## config.mk

```make
export PLATFORM = sky130hd
export DESIGN_NAME = seq_divider_32x16_flat
export DESIGN_NICKNAME = d
export VERILOG_FILES = /design/src/rtl/seq_divider_32x16_pkg.sv /design/src/rtl/seq_divider_32x16_if.sv /design/src/rtl/seq_divider_32x16_div_step.sv /design/src/rtl/seq_divider_32x16.sv /design/src/flat_wrapper.sv
export SDC_FILE = /design/constraint.sdc
export NUM_CORES = 1
export LEC_CHECK = 0
export ABC_AREA = 1
export CAP_MARGIN = 0
export CORE_MARGIN = 8
export CORE_UTILIZATION = 45
export DETAILED_ROUTE_END_ITERATION = 10
export MAX_ROUTING_LAYER = met4
export PLACE_DENSITY = 0.72
export SYNTH_ARGS = -nofsm -noshare
export SYNTH_HDL_FRONTEND = slang
export SYNTH_HIERARCHICAL = 1
export SYNTH_SLANG_ARGS = --single-unit
```

## constraint.sdc

```tcl
create_clock -name clk -period 5.8 [get_ports clk]
set_input_delay 0.87 -clock clk [delete_from_list [all_inputs] [get_ports clk]]
set_output_delay 0.87 -clock clk [all_outputs]
set_load 0.02 [all_outputs]
```

## src/rtl/seq_divider_32x16_pkg.sv

```systemverilog
// Shared widths and state encoding for the 32/16 sequential restoring divider.
package seq_divider_32x16_pkg;

  localparam int unsigned DW = 32;
  localparam int unsigned VW = 16;
  localparam int unsigned CW = $clog2(DW);

  localparam logic [1:0] S_IDLE = 2'd0;
  localparam logic [1:0] S_RUN  = 2'd1;
  localparam logic [1:0] S_DONE = 2'd2;

  typedef enum logic [1:0] {
    StIdle = S_IDLE,
    StRun  = S_RUN,
    StDone = S_DONE
  } state_e;

endpackage

```

## src/rtl/seq_divider_32x16_if.sv

```systemverilog
// Operand/result handshake bundle between the arithmetic unit and the divider.
interface seq_divider_32x16_if;
  import seq_divider_32x16_pkg::*;

  logic          in_valid;
  logic          in_ready;
  logic [DW-1:0] dividend;
  logic [VW-1:0] divisor;
  logic          out_valid;
  logic          out_ready;
  logic [DW-1:0] quotient;
  logic [VW-1:0] remainder;
  logic          div_zero;
  logic          q_ovf;

  modport master (
    output in_valid, dividend, divisor, out_ready,
    input  in_ready, out_valid, quotient, remainder, div_zero, q_ovf
  );

  modport slave (
    input  in_valid, dividend, divisor, out_ready,
    output in_ready, out_valid, quotient, remainder, div_zero, q_ovf
  );

endinterface

```

## src/rtl/seq_divider_32x16_div_step.sv

```systemverilog
// One restoring division step: shift in the next dividend bit, trial-subtract the divisor.
module seq_divider_32x16_div_step #(
  parameter int unsigned VW = 16
) (
  input  logic [VW-1:0] rem_in,
  input  logic          next_bit,
  input  logic [VW-1:0] divisor,
  output logic [VW-1:0] rem_out,
  output logic          q_bit
);

  logic [VW:0] diff;

  always_comb begin
    // Partial remainder stays below the divisor, so the top bit of diff is exactly the borrow.
    diff    = {rem_in, next_bit} - {1'b0, divisor};
    q_bit   = ~diff[VW];
    rem_out = q_bit ? diff[VW-1:0] : {rem_in[VW-2:0], next_bit};
  end

endmodule

```

## src/rtl/seq_divider_32x16.sv

```systemverilog
// Multi-cycle unsigned 32/16 restoring divider, one quotient bit per clock, valid/ready handshake.
module seq_divider_32x16
  import seq_divider_32x16_pkg::*;
(
  input logic                clk,
  input logic                rst,
  seq_divider_32x16_if.slave bus
);

  state_e        state_q, state_d;
  logic [CW-1:0] count_q, count_d;
  // Dividend shifts out of the top while quotient bits shift in at the bottom.
  logic [DW-1:0] shreg_q, shreg_d;
  logic [VW-1:0] rem_q, rem_d;
  logic [VW-1:0] dvs_q, dvs_d;
  logic          div_zero_q, div_zero_d;
  logic          q_ovf_q, q_ovf_d;

  logic [VW-1:0] step_rem;
  logic          step_bit;
  logic [DW-1:0] quot_next;

  seq_divider_32x16_div_step #(
    .VW(VW)
  ) u_step (
    .rem_in  (rem_q),
    .next_bit(shreg_q[DW-1]),
    .divisor (dvs_q),
    .rem_out (step_rem),
    .q_bit   (step_bit)
  );

  assign quot_next = {shreg_q[DW-2:0], step_bit};

  always_comb begin
    state_d    = state_q;
    count_d    = count_q;
    shreg_d    = shreg_q;
    rem_d      = rem_q;
    dvs_d      = dvs_q;
    div_zero_d = div_zero_q;
    q_ovf_d    = q_ovf_q;
    unique case (state_q)
      StIdle: begin
        if (bus.in_valid) begin
          dvs_d      = bus.divisor;
          count_d    = CW'(DW - 1);
          div_zero_d = 1'b0;
          q_ovf_d    = 1'b0;
          if (bus.divisor == '0) begin
            shreg_d    = '1;
            rem_d      = bus.dividend[VW-1:0];
            div_zero_d = 1'b1;
            q_ovf_d    = 1'b1;
            state_d    = StDone;
          end else begin
            shreg_d = bus.dividend;
            rem_d   = '0;
            state_d = StRun;
          end
        end
      end
      StRun: begin
        shreg_d = quot_next;
        rem_d   = step_rem;
        count_d = count_q - 1'b1;
        if (count_q == '0) begin
          q_ovf_d = |quot_next[DW-1:VW];
          state_d = StDone;
        end
      end
      StDone: begin
        if (bus.out_ready) begin
          state_d = StIdle;
        end
      end
      default: state_d = StIdle;
    endcase
  end

  always_ff @(posedge clk) begin
    if (rst) begin
      state_q    <= StIdle;
      count_q    <= '0;
      shreg_q    <= '0;
      rem_q      <= '0;
      dvs_q      <= '0;
      div_zero_q <= 1'b0;
      q_ovf_q    <= 1'b0;
    end else begin
      state_q    <= state_d;
      count_q    <= count_d;
      shreg_q    <= shreg_d;
      rem_q      <= rem_d;
      dvs_q      <= dvs_d;
      div_zero_q <= div_zero_d;
      q_ovf_q    <= q_ovf_d;
    end
  end

  assign bus.in_ready  = (state_q == StIdle);
  assign bus.out_valid = (state_q == StDone);
  assign bus.quotient  = shreg_q;
  assign bus.remainder = rem_q;
  assign bus.div_zero  = div_zero_q;
  assign bus.q_ovf     = q_ovf_q;

endmodule

```

## src/flat_wrapper.sv

```systemverilog
// flat-port wrapper written by rule: the top's interface ports become plain ports
module seq_divider_32x16_flat import seq_divider_32x16_pkg::*;
  (clk, rst, bus_in_valid, bus_dividend, bus_divisor, bus_out_ready, bus_in_ready, bus_out_valid, bus_quotient, bus_remainder, bus_div_zero, bus_q_ovf);
  seq_divider_32x16_if bus_i ();
  input logic clk;
  input logic rst;
  input wire logic [$bits(bus_i.in_valid)-1:0] bus_in_valid;
  input wire logic [$bits(bus_i.dividend)-1:0] bus_dividend;
  input wire logic [$bits(bus_i.divisor)-1:0] bus_divisor;
  input wire logic [$bits(bus_i.out_ready)-1:0] bus_out_ready;
  output wire logic [$bits(bus_i.in_ready)-1:0] bus_in_ready;
  output wire logic [$bits(bus_i.out_valid)-1:0] bus_out_valid;
  output wire logic [$bits(bus_i.quotient)-1:0] bus_quotient;
  output wire logic [$bits(bus_i.remainder)-1:0] bus_remainder;
  output wire logic [$bits(bus_i.div_zero)-1:0] bus_div_zero;
  output wire logic [$bits(bus_i.q_ovf)-1:0] bus_q_ovf;
  assign bus_i.in_valid = bus_in_valid;
  assign bus_i.dividend = bus_dividend;
  assign bus_i.divisor = bus_divisor;
  assign bus_i.out_ready = bus_out_ready;
  assign bus_in_ready = bus_i.in_ready;
  assign bus_out_valid = bus_i.out_valid;
  assign bus_quotient = bus_i.quotient;
  assign bus_remainder = bus_i.remainder;
  assign bus_div_zero = bus_i.div_zero;
  assign bus_q_ovf = bus_i.q_ovf;
  seq_divider_32x16 u_core (.clk(clk), .rst(rst), .bus(bus_i));
endmodule
```

# [Word level (Yosys, flattened, before mapping)]
# Index checks and enable logic that the tools add are counted.
[word_totals] register_bits=73 output_inout_bits=52 word_cells=42
[op_classes] add_sub_neg=2 eq_ne=5 muxes=18 bitwise_logic=1 reduce_logical=9
[ops] op="2-to-1 mux 32 bit" count=2
[ops] op="one-hot mux 32 bit (2 select lines)" count=1
[ops] op="2-to-1 mux 16 bit" count=3
[ops] op="one-hot mux 16 bit (2 select lines)" count=1
[ops] op="subtractor 17 x 16 -> 17 bit" count=1
[ops] op="zero test 16 bit" count=1
[ops] op="OR reduction 16 bit" count=1
[ops] op="one-hot mux 5 bit (2 select lines)" count=1
[ops] op="2-to-1 mux 2 bit" count=4
[ops] op="one-hot mux 2 bit (3 select lines)" count=1
[ops] op="AND reduction 3 bit" count=2
[ops] op="zero test 5 bit" count=1
[ops] op="2-to-1 mux 5 bit" count=1
[ops] op="subtractor 5 x 1 -> 5 bit, second input constant" count=1
[ops] op="!= test 2 bit, second input constant" count=2
[ops] op="AND reduction 2 bit" count=2
[ops] op="2-to-1 mux 1 bit" count=3
[ops] op="== test 2 x 1 -> 1 bit, second input constant" count=1
[ops] op="== test 2 bit, second input constant" count=1
[ops] op="zero test 2 bit" count=1
[ops] op="!= test 2 x 1 -> 1 bit, second input constant" count=1
[ops] op="one-hot mux 1 bit (2 select lines)" count=1
[ops] op="nonzero test 2 bit" count=1
[ops] op="inverter 1 bit" count=1

# [Logic depth before layout (Yosys ltp)]
# Gate-level depths: netlist of the first run.
[depth] word_depth=4 depth_mapped=17 mapped_depth_nobuf=16

# [Cells and area by module]
# Netlist of the first run, hierarchy kept.
[modules_own_cells] module="seq_divider_32x16" instances=1 cells_per_inst=502 area_each_um2=3454.6
[modules_own_cells] module="seq_divider_32x16_div_step" instances=1 cells_per_inst=283 area_each_um2=1547.7

# [Least setup slack after synthesis of the first run]
# No wires, ideal clock.
[synth_timing] path_type="register to register" startpoint="register u_core.shreg_q[31] (netlist: u_core/bus.quotient[31])" endpoint="register u_core.rem_q[6] (netlist: u_core/bus.remainder[6])" arrival_ns=2.324 setup_slack_ns=3.344 path_stages_with_launch=17 n_path_buf=1 synth_period_minus_slack_ns=2.456 path_cell_list="dfxtp_1 -> inv_1 -> ha_1 -> fa_1 -> inv_1 -> nand2_1 -> nand2_1 -> nand3_2 -> nand2_4 -> nand2_4 -> nand3_4 -> nand2_8 -> buf_12 -> nand2_4 -> nand2_2 -> a22oi_1 -> a21oi_1"
[synth_between] elab_chain_cells=3
[synth_rtl] item="start: declaration" line="seq_divider_32x16.sv:13" rtl="logic [DW-1:0] shreg_q, shreg_d;"
[synth_rtl] item="start signal: assignment" line="seq_divider_32x16.sv:93" rtl="shreg_q <= shreg_d;"
[synth_rtl] item="subtractor 17 x 16 -> 17 bit" line="seq_divider_32x16_div_step.sv:16" rtl="diff = {rem_in, next_bit} - {1'b0, divisor};"
[synth_rtl] item="2-to-1 mux 16 bit" line="seq_divider_32x16_div_step.sv:18" rtl="rem_out = q_bit ? diff[VW-1:0] : {rem_in[VW-2:0], next_bit};"
[synth_rtl] item="net u_core.step_rem[6]" line="seq_divider_32x16.sv:19" rtl="logic [VW-1:0] step_rem;"
[synth_rtl] item="one-hot mux 16 bit (2 select lines)" line="seq_divider_32x16.sv:43" rtl="unique case (state_q)"
[synth_rtl] item="end signal: assignment" line="seq_divider_32x16.sv:94" rtl="rem_q <= rem_d;"
[synth_rtl] item="end: declaration" line="seq_divider_32x16.sv:14" rtl="logic [VW-1:0] rem_q, rem_d;"
# The timed path passes the listed nets, and every way through them passes these cells.
# A chain may end at the register's enable or synchronous reset.

# [Final worst setup path of the first run]
[layout_timing] startpoint="input bus_in_valid" endpoint="register u_core.shreg_q[10] (netlist: u_core/bus.quotient[10])"
[layout_between] elab_chain_cells=2
[layout_rtl] item="start: declaration" line="flat_wrapper.sv:7" rtl="input wire logic [$bits(bus_i.in_valid)-1:0] bus_in_valid;"
[layout_rtl] item="!= test 2 bit (no line)"
[layout_rtl] item="AND reduction 2 bit (no line)"
# No other way between the ends.

==> flow_summary.ini, run 1 <==
[detailed_routing]
route.vias.total = 5213
met2_length_mm = 7.343
ant_nets = 0
maxUsedRoutingLayer = met4
drt_iter0_drc = 340
wl_met1_mm = 6.544
drt-total-wl_mm = 14.94
wl_per_cell_um = 14.76
firstDrtPassIters = 5
drc = 0
wl_met3_um = 880
via_per_inst = 5.151

[clocking]
cts_hold_buffers = 0
cts-root-buf = clkbuf_8
cts_buffers = 9
cts_num_sinks = 73
htree_levels = 3
cts.repair.resized = 0
clk_pin_slew_ns = 0.08
insertion_delay_ns = 0.35
cts_tree = built
post_cts_buffers = 0
clk_path_buf_depth = 2

[min_path]
min_path_cells = 2
hp-class = register to register

[run_status]
status = complete, no violations

[critical_path]
end_kind = register
cp.depth = 5
crit_type = primary input to register
critPathMaxStageDelay_ns = 0.67
rr_worst_depth = 15
cp_slowest_cell = nand3_2
worstPathRequired_ns = 6.07
path_delay_family = buffers and inverters
critPathMaxFanout = 43
crit_chain = clkdlybuf4s50_1, nand2_2, inv_2, nand3_2, a21oi_1
cp.arrival_ns = 3.58
startpoint_type = primary input
cp_num_buf_inv = 2

[final_layout]
final_util = 0.5741
areaGrowthSynthToFinish_pct = 24.41
final.fill_count = 1095
drive_gt1_frac = 0.08372
ff_latch_area_um2 = 1461
final_area_um2 = 6223
multi_input_area_um2 = 2875
nets = 937
diodes = 0
fin_cells = 1012

[yosys]
synth_edf_count = 0
yosysTopAreaCell = dfxtp_1
ys_types = 40
ys.flop_type = dfxtp_1
netlist.area_leader.share = 0.2921
syn_inst = 785
synth_area_leaders = dfxtp_1 29%, nand2_1 13%, inv_1 9.4%, nor2_1 9.2%, a21oi_1 5.3%
syn_area_um2 = 5002
yosysWarnings = 6
synth_seq_cells = 73
synth_area_per_cell_um2 = 6.372
seq_area_frac_synth = 0.2921
async_flop_share = 0
synth_nets = 855

[sta]
fmax_mhz = 302.0
min_period_over_period = 0.5710
tightest_slew_ns = 0.8526
final-setup-viol-count = 0
slew_viol_final = 0
min_period_ns = 3.312
finalHoldViolCount = 0
rsz0062_at_grt = false
relSlewSlack = 0.4296
finClkSkew_ns = 0.008796
fin_setup_tns_ns = 0

[power]
power_density_nw_per_um2 = 257.3
p_leak_nw = 2.842
total_power_mw = 1.601
irDropWorstVdd_mv = 0.1397

[placed_design]
place_hpwl_mm = 11.28
portBuffers = 103
dp_cells = 996
gp_congestion = 0.9655
dpl-instance-area_um2 = 6041

[floorplanning]
initial_core_util = 0.4614
die_w_um = 121.4
chipHeight_um = 121.4
core_um2 = 10840
row_count = 38
io_pins = 104
die_area_um2 = 14750

[global_route]
grt_pass1_wl_mm = 24.35
grt_pass1_vias = 5121
antenna_found_initial = 0
grt_max_degree = 50
globalRouteOverflowTotal = 0
grt_usage = 0.2079

[run]
maxCapViolations = 0
synth_stat cells (2+ instances only):
cell type    n
nor2_4       2
nand3_1     32
nand2_4     13
nor3b_1      7
buf_4        3
xnor2_1      2
nand3_2      2
o21ai_0     41
inv_2        4
a22oi_1     13
nand2_1    168
dfxtp_1     73
o21ai_1      4
a21oi_1     53
nor2_1     123
and2_1       3
nand3b_1     3
inv_1      125
nor2_2       2
a21oi_2     11
xor2_1       5
o21a_1       3
ha_1        17
nand4_1     19
buf_6        2
buf_2       15
nand2_2     16
clkbuf_1    12
routing by layer:
layer	up-vias	track usage
met3	13	0.04514
met2	147	0.3590
met1	2427	0.2392
met5	-	-
met4	0	0.05166
li1	2626	-
stage by stage:
step	hold WS, ns	setup WS, ns
global placement	0.4666	2.252
detailed placement	0.4762	2.161
floorplan	0.4538	3.344
finish	0.4931	2.488
global route	0.5078	2.326
CTS	0.4932	2.530
worst min-delay path, stage by stage (launching register included):
cell and delay (ns):
dfxtp_1 0.33, nor2_1 0.05, nor2_1 0.08
worst paths after layout:
check / from / to / slack (ns)
setup / recovery: bus_in_valid / u_core/bus.quotient[10] / 2.49
hold / removal: u_core/dvs_q[13] / u_core/dvs_q[13] / 0.49
setup reg to reg: u_core/bus.quotient[31] / u_core/bus.remainder[15] / 2.94
hold reg to reg: u_core/dvs_q[13] / u_core/dvs_q[13] / 0.49
cells in the final DEF, fill, tap and decap left out, types with 2 or more instances in the layout:
cell	count
xnor2_1	2
inv_1	125
ha_1	17
clkinvlp_4	3
clkbuf_8	11
and2_1	3
nand3b_1	3
nand2_1	168
clkdlybuf4s50_1	102
nor2_4	2
buf_4	2
nor2_1	123
nor3b_1	7
nor2_2	2
a21oi_2	11
nand2_4	13
nand3_2	2
a21oi_1	53
o21ai_1	3
nand4_1	19
o21a_1	3
dfxtp_1	73
nand3_1	32
inv_2	4
xor2_1	5
o21ai_0	41
a22oi_1	13
nand2_2	16
sequential cells by signal, summed over array words and instances, names as in the netlist:
name and count:
u_core/bus.div_zero 1, u_core/bus.q_ovf 1, u_core/bus.quotient 32, u_core/bus.remainder 16
u_core/count_q 5, u_core/dvs_q 16, u_core/state_q 2
power breakdown:
part | switching (mW) | internal (mW)
clock | 0.195 | 0.178
sequential | 0.0403 | 0.545
combinational | 0.402 | 0.241
final cells by class:
type                       count  share of cell area
multi-input combinational    548              0.4620
sequential                    73              0.2348
timing repair buffer         105              0.1673
inverter                     130             0.07841
tap                          140             0.02815
clock buffer                  12             0.02493
clock inverter                 4            0.004423
cell families after synthesis:
group | Yosys count | share of synthesized area
flops | 73 | 0.2921
simple gates | 395 | 0.3662
buf+inv | 164 | 0.1353
fa+ha+maj | 18 | 0.04652
xor+xnor | 7 | 0.01226
compound gates | 128 | 0.1476
Note: power is estimated with default switching activity, not from simulation.
==> inputs of run 2 (changes only) <==
Clock period 5.8 ns to 3.1 ns, I/O delays scaled along.
==> run 2 against run 1 <==
Effect of this change:
- count of clock-buffer cells in the layout decreased by 1
- design area increased by 0.68%
- non-clock buffer count increased by 5
- register-to-register slack got worse by 2.5 ns
- total power increased by 91%
- sequential share of layout area decreased by 0.16 points
- final cell count increased by 0.49%
- critical path depth increased by 10
- critical path type is now register to register
==> flow_summary.ini, run 2 (synthesis gave the netlist of run 1 again) <==
[critical_path]
path_delay_family = simple AND/OR/NAND/NOR gates
worstPathRequired_ns = 3.31
crit_chain = inv_1, ha_1, fa_1, inv_1, nand2_1, nand2_1, nand3_2, nand2_4, nand2_4, nand3_4, nand2_8, nand2_1, nand2_1, a22oi_1, a21oi_1
startpoint_type = register
end_kind = register
cp_num_buf_inv = 2
cp_slowest_cell = fa_1
cp.arrival_ns = 2.83
critPathMaxStageDelay_ns = 0.46
r2r_start = u_core/bus.quotient[31]
reg2reg_slack_ns = 0.48
path_common_cell = nand2_1
rr_worst_depth = 15
crit_type = register to register
r2r_end = u_core/bus.remainder[15]
critPathMaxFanout = 17

[global_route]
grt_pass1_wl_mm = 25.03
grt_max_degree = 48
grt_usage = 0.2156
antenna_found_initial = 0
grt_pass1_vias = 5136
globalRouteOverflowTotal = 0

[sta]
finClkSkew_ns = 0.01170
rsz0062_at_grt = false
relSlewSlack = 0.4802
tightest_slew_ns = 0.7788
min_period_over_period = 0.8462
slew_viol_final = 0
fin_setup_tns_ns = 0
min_period_ns = 2.623
final-setup-viol-count = 0
fmax_mhz = 381.2
finalHoldViolCount = 0

[power]
p_leak_nw = 2.874
irDropWorstVdd_mv = 0.2340
power_density_nw_per_um2 = 487.1

[clocking]
cts-root-buf = clkbuf_8
insertion_delay_ns = 0.35
cts_num_sinks = 73
clk_path_buf_depth = 2
htree_levels = 3
post_cts_buffers = 0
cts.repair.resized = 0
cts_buffers = 9
clk_pin_slew_ns = 0.07
cts_hold_buffers = 0
cts_tree = built

[placed_design]
portBuffers = 103
dpl-instance-area_um2 = 6078
gp_congestion = 0.9027
dp_cells = 1001
place_hpwl_mm = 11.50

[min_path]
min_path_cells = 2
worstHoldStart = u_core/bus.div_zero
hp-class = register to register
whs_endpoint = u_core/bus.div_zero

[detailed_routing]
via_per_inst = 5.092
wl_per_cell_um = 15.02
route.vias.total = 5179
firstDrtPassIters = 5
drc = 0
drt_iter0_drc = 483
ant_nets = 0
drt-total-wl_mm = 15.28

[final_layout]
areaGrowthSynthToFinish_pct = 25.26
drive_gt1_frac = 0.08780
diodes = 0
fin_cells = 1017
layout_commonest_cell = nand2_1
final_util = 0.5780
largest_reg_flops = 32
final_cell_mix = 168 x nand2_1, 125 x inv_1, 123 x nor2_1
final_area_um2 = 6266
nets = 942

[floorplanning]
core_um2 = 10840
die_w_um = 121.4
die_area_um2 = 14750
io_pins = 104
row_count = 38
initial_core_util = 0.4614
chipHeight_um = 121.4

[run]
maxCapViolations = 0

[run_status]
status = complete, no violations
run 2: per-stage QoR:
| step | worst slack (ns) | power (mW) | hold WS (ns) |
|---|---|---|---|
| after floorplan | 0.6440 | 1.964 | 0.4538 |
| final | 0.4767 | 3.052 | 0.4702 |
| after detailed placement | 0.4809 | 2.323 | 0.4656 |
| after global routing | 0.2859 | 3.252 | 0.5087 |
| after global placement | 0.6196 | 2.307 | 0.4573 |
| after CTS | 0.4820 | 3.064 | 0.4747 |
run 2: worst max-delay path by stage:
stage	from	to	cells after the start
3_5_place_dp	u_core/bus.quotient[31]	u_core/bus.remainder[15]	15
3_3_place_gp	u_core/bus.quotient[31]	u_core/bus.remainder[15]	15
4_1_cts	u_core/bus.quotient[31]	u_core/bus.remainder[15]	15
5_1_grt	u_core/bus.quotient[31]	u_core/bus.remainder[5]	15
6_report	u_core/bus.quotient[31]	u_core/bus.remainder[15]	15
2_1_floorplan	u_core/bus.quotient[31]	u_core/bus.remainder[6]	16
run 2: power breakdown:
part / internal (mW) / switching [mW]
registers: 1.02 / 0.0714
clock network: 0.371 / 0.364
logic: 0.458 / 0.767
run 2: area by class of cell:
cell class                      count  area, um^2
Tap cell                          140       175.2
Timing Repair Buffer              110        1079
Multi-Input combinational cell    548        2875
Clock buffer                       11       131.4
Sequential cell                    73        1461
Clock inverter                      5       56.30
Fill cell                        1072        4574
Inverter                          130       488.0
run 2: per-layer routing:
metal / part of all wire / up-vias / track usage
met5: 0 / - / -
met2: 0.46 / 162 / 0.3470
met4: 0.030 / 0 / 0.09098
li1: - / 2635 / -
met3: 0.058 / 30 / 0.05351
met1: 0.45 / 2352 / 0.2508
run 2: worst register-to-register path, cell delays in order, from the launching register on:
cell     delay [ns]
dfxtp_1        0.38
inv_1          0.07
ha_1           0.23
fa_1           0.46
inv_1          0.11
nand2_1        0.06
nand2_1        0.09
nand3_2        0.09
nand2_4        0.10
nand2_4        0.07
nand3_4        0.20
nand2_8        0.19
nand2_1        0.12
nand2_1        0.05
a22oi_1        0.20
a21oi_1        0.09
==> inputs of run 3 (changes only) <==
Settings changed: PLACE_DENSITY 0.72 to 0.74.
Clock period 3.1 ns to 2.4 ns, I/O delays scaled along.
==> run 3 against run 2 <==
Effect of this change:
- non-clock buffer count up 23
- hold slack better by 0.0038 ns
- worst setup slack worse by 0.36 ns
- clock power up 62%
- design area up 4.9%
- combinational power up 37%
- count of clock-buffer cells in the layout unchanged
- wire length down 1.5%
- via count up 0.58%
- core utilization up 2.9 points
- critical endpoint is now u_core/bus.remainder[8]
- largest power group unchanged
==> flow_summary.ini, run 3 (synthesis gave the netlist of run 1 again) <==
[final_layout]
largest_reg_flops = 32
nets = 966
drive_gt1_frac = 0.1210
areaGrowthSynthToFinish_pct = 31.44
diodes = 0
ff_latch_area_um2 = 1463
fin_cells = 1041
final.fill_count = 1029
final_cell_mix = 167 x nand2_1, 124 x inv_1, 123 x nor2_1
layout_commonest_cell = nand2_1
multi_input_area_um2 = 2917

[global_route]
grt_max_degree = 48
antenna_found_initial = 0
grt_pass1_vias = 4841
globalRouteOverflowTotal = 0
grt_usage = 0.2063
grt_pass1_wl_mm = 23.68

[power]
p_leak_nw = 3.038
power_density_nw_per_um2 = 649.7
irDropWorstVdd_mv = 0.3439
total_power_mw = 4.272

[run_status]
status = complete, no violations

[sta]
finClkSkew_ns = 0.009444
final-setup-viol-count = 0
min_period_over_period = 0.9530
relSlewSlack = 0.5453
fin_setup_tns_ns = 0
finalHoldViolCount = 0
fmax_mhz = 437.2
min_period_ns = 2.287
tightest_slew_ns = 0.6812
slew_viol_final = 0
setup_ws_ns = 0.1129
hold_ws_ns = 0.4740

[detailed_routing]
drt-total-wl_mm = 15.04
route.vias.total = 5209
firstDrtPassIters = 5
drt_iter0_drc = 400
wl_per_cell_um = 14.45
ant_nets = 0
drc = 0
via_per_inst = 5.004

[floorplanning]
die_w_um = 121.4
io_pins = 104
chipHeight_um = 121.4
initial_core_util = 0.4614
die_area_um2 = 14750
row_count = 38
core_um2 = 10840

[critical_path]
crit_type = register to register
worstPathRequired_ns = 2.62
r2r_end = u_core/bus.remainder[8]
r2r_start = u_core/bus.quotient[31]
reg2reg_slack_ns = 0.11
critPathMaxFanout = 8
end_kind = register
startpoint_type = register
rr_worst_depth = 16
cp.arrival_ns = 2.50

[min_path]
whs_endpoint = u_core/bus.div_zero
min_path_cells = 2
hp-class = register to register
worstHoldStart = u_core/bus.div_zero

[clocking]
insertion_delay_ns = 0.35
cts-root-buf = clkbuf_8
clk_pin_slew_ns = 0.08
cts_buffers = 9
htree_levels = 3
cts_hold_buffers = 0
cts_tree = built
cts_num_sinks = 73
clk_path_buf_depth = 2

[placed_design]
place_ws_ns = 0.002863
portBuffers = 103
dp_cells = 1020
place_hpwl_mm = 11.13
gp_congestion = 0.9221

[run]
maxCapViolations = 0
-- run 3: cell types whose count changed in the layout (fill, tap and decap cells not counted), moves of 2 or more --
cell       previous run  this run
buf_12                0         3
buf_4                 7        27
bufinv_16             1         3
ha_1                 17        14
ha_2                  0         3
nand2_8               1         3
-- run 3: repair_timing --
item                                    CTS  global route
gates resized for setup                   1            10
pin swaps                                 0             4
setup buffers                             0             4
gates cloned                              0             1
endpoints found under the setup margin    3            17
-- run 3: cell type report --
type	count	share of cell area
Multi-Input combinational cell	549	0.4436
Sequential cell	73	0.2225
Timing Repair Buffer	133	0.1960
Inverter	130	0.07421
Tap cell	140	0.02664
Clock buffer	11	0.02150
Clock inverter	5	0.01560
-- run 3: stage by stage --
step	instance area (um^2)	util
6_report	6575	0.6065
5_1_grt	6575	0.6065
4_1_cts	6487	0.5985
3_5_place_dp	6235	0.5751
3_3_place_gp	6235	0.5751
2_1_floorplan	5004	-
-- run 3: critical path: stages (launching register included) --
cell     delay [ns]
dfxtp_2        0.33
inv_1          0.04
ha_2           0.19
fa_2           0.37
inv_2          0.07
nand2_1        0.06
nand2_2        0.07
nand3_2        0.08
nand2_4        0.10
nand2_4        0.07
nand3_4        0.16
nand2_8        0.10
buf_12         0.14
nand2_4        0.04
nand2_2        0.04
a22oi_1        0.20
a21oi_1        0.09
-- run 3: worst max path at each step --
stage | to | startpoint | cells after the start | slack [ns]
after floorplan | u_core/bus.remainder[6] | u_core/bus.quotient[31] | 16 | 0.03
after global placement | u_core/bus.remainder[0] | u_core/bus.quotient[31] | 16 | 0.06
after detailed placement | u_core/bus.remainder[5] | u_core/bus.quotient[31] | 16 | 0.003
after CTS | u_core/bus.remainder[5] | u_core/bus.quotient[31] | 16 | 0.02
after global routing | u_core/bus.remainder[5] | u_core/bus.remainder[14] | 12 | -0.03
final | u_core/bus.remainder[8] | u_core/bus.quotient[31] | 16 | 0.11
-- run 3: layer usage --
layer / share of wire / track usage
met1: 0.46 / 0.2589
met2: 0.45 / 0.3167
met3: 0.073 / 0.04700
met4: 0.018 / 0.07633
met5: 0 / -
-- run 3: power breakdown --
part | leakage, nW | internal, mW | switching, mW | total [mW]
sequential | 0.600 | 1.32 | 0.0834 | 1.40
combinational | 2.32 | 0.667 | 1.02 | 1.69
clock | 0.120 | 0.718 | 0.467 | 1.19
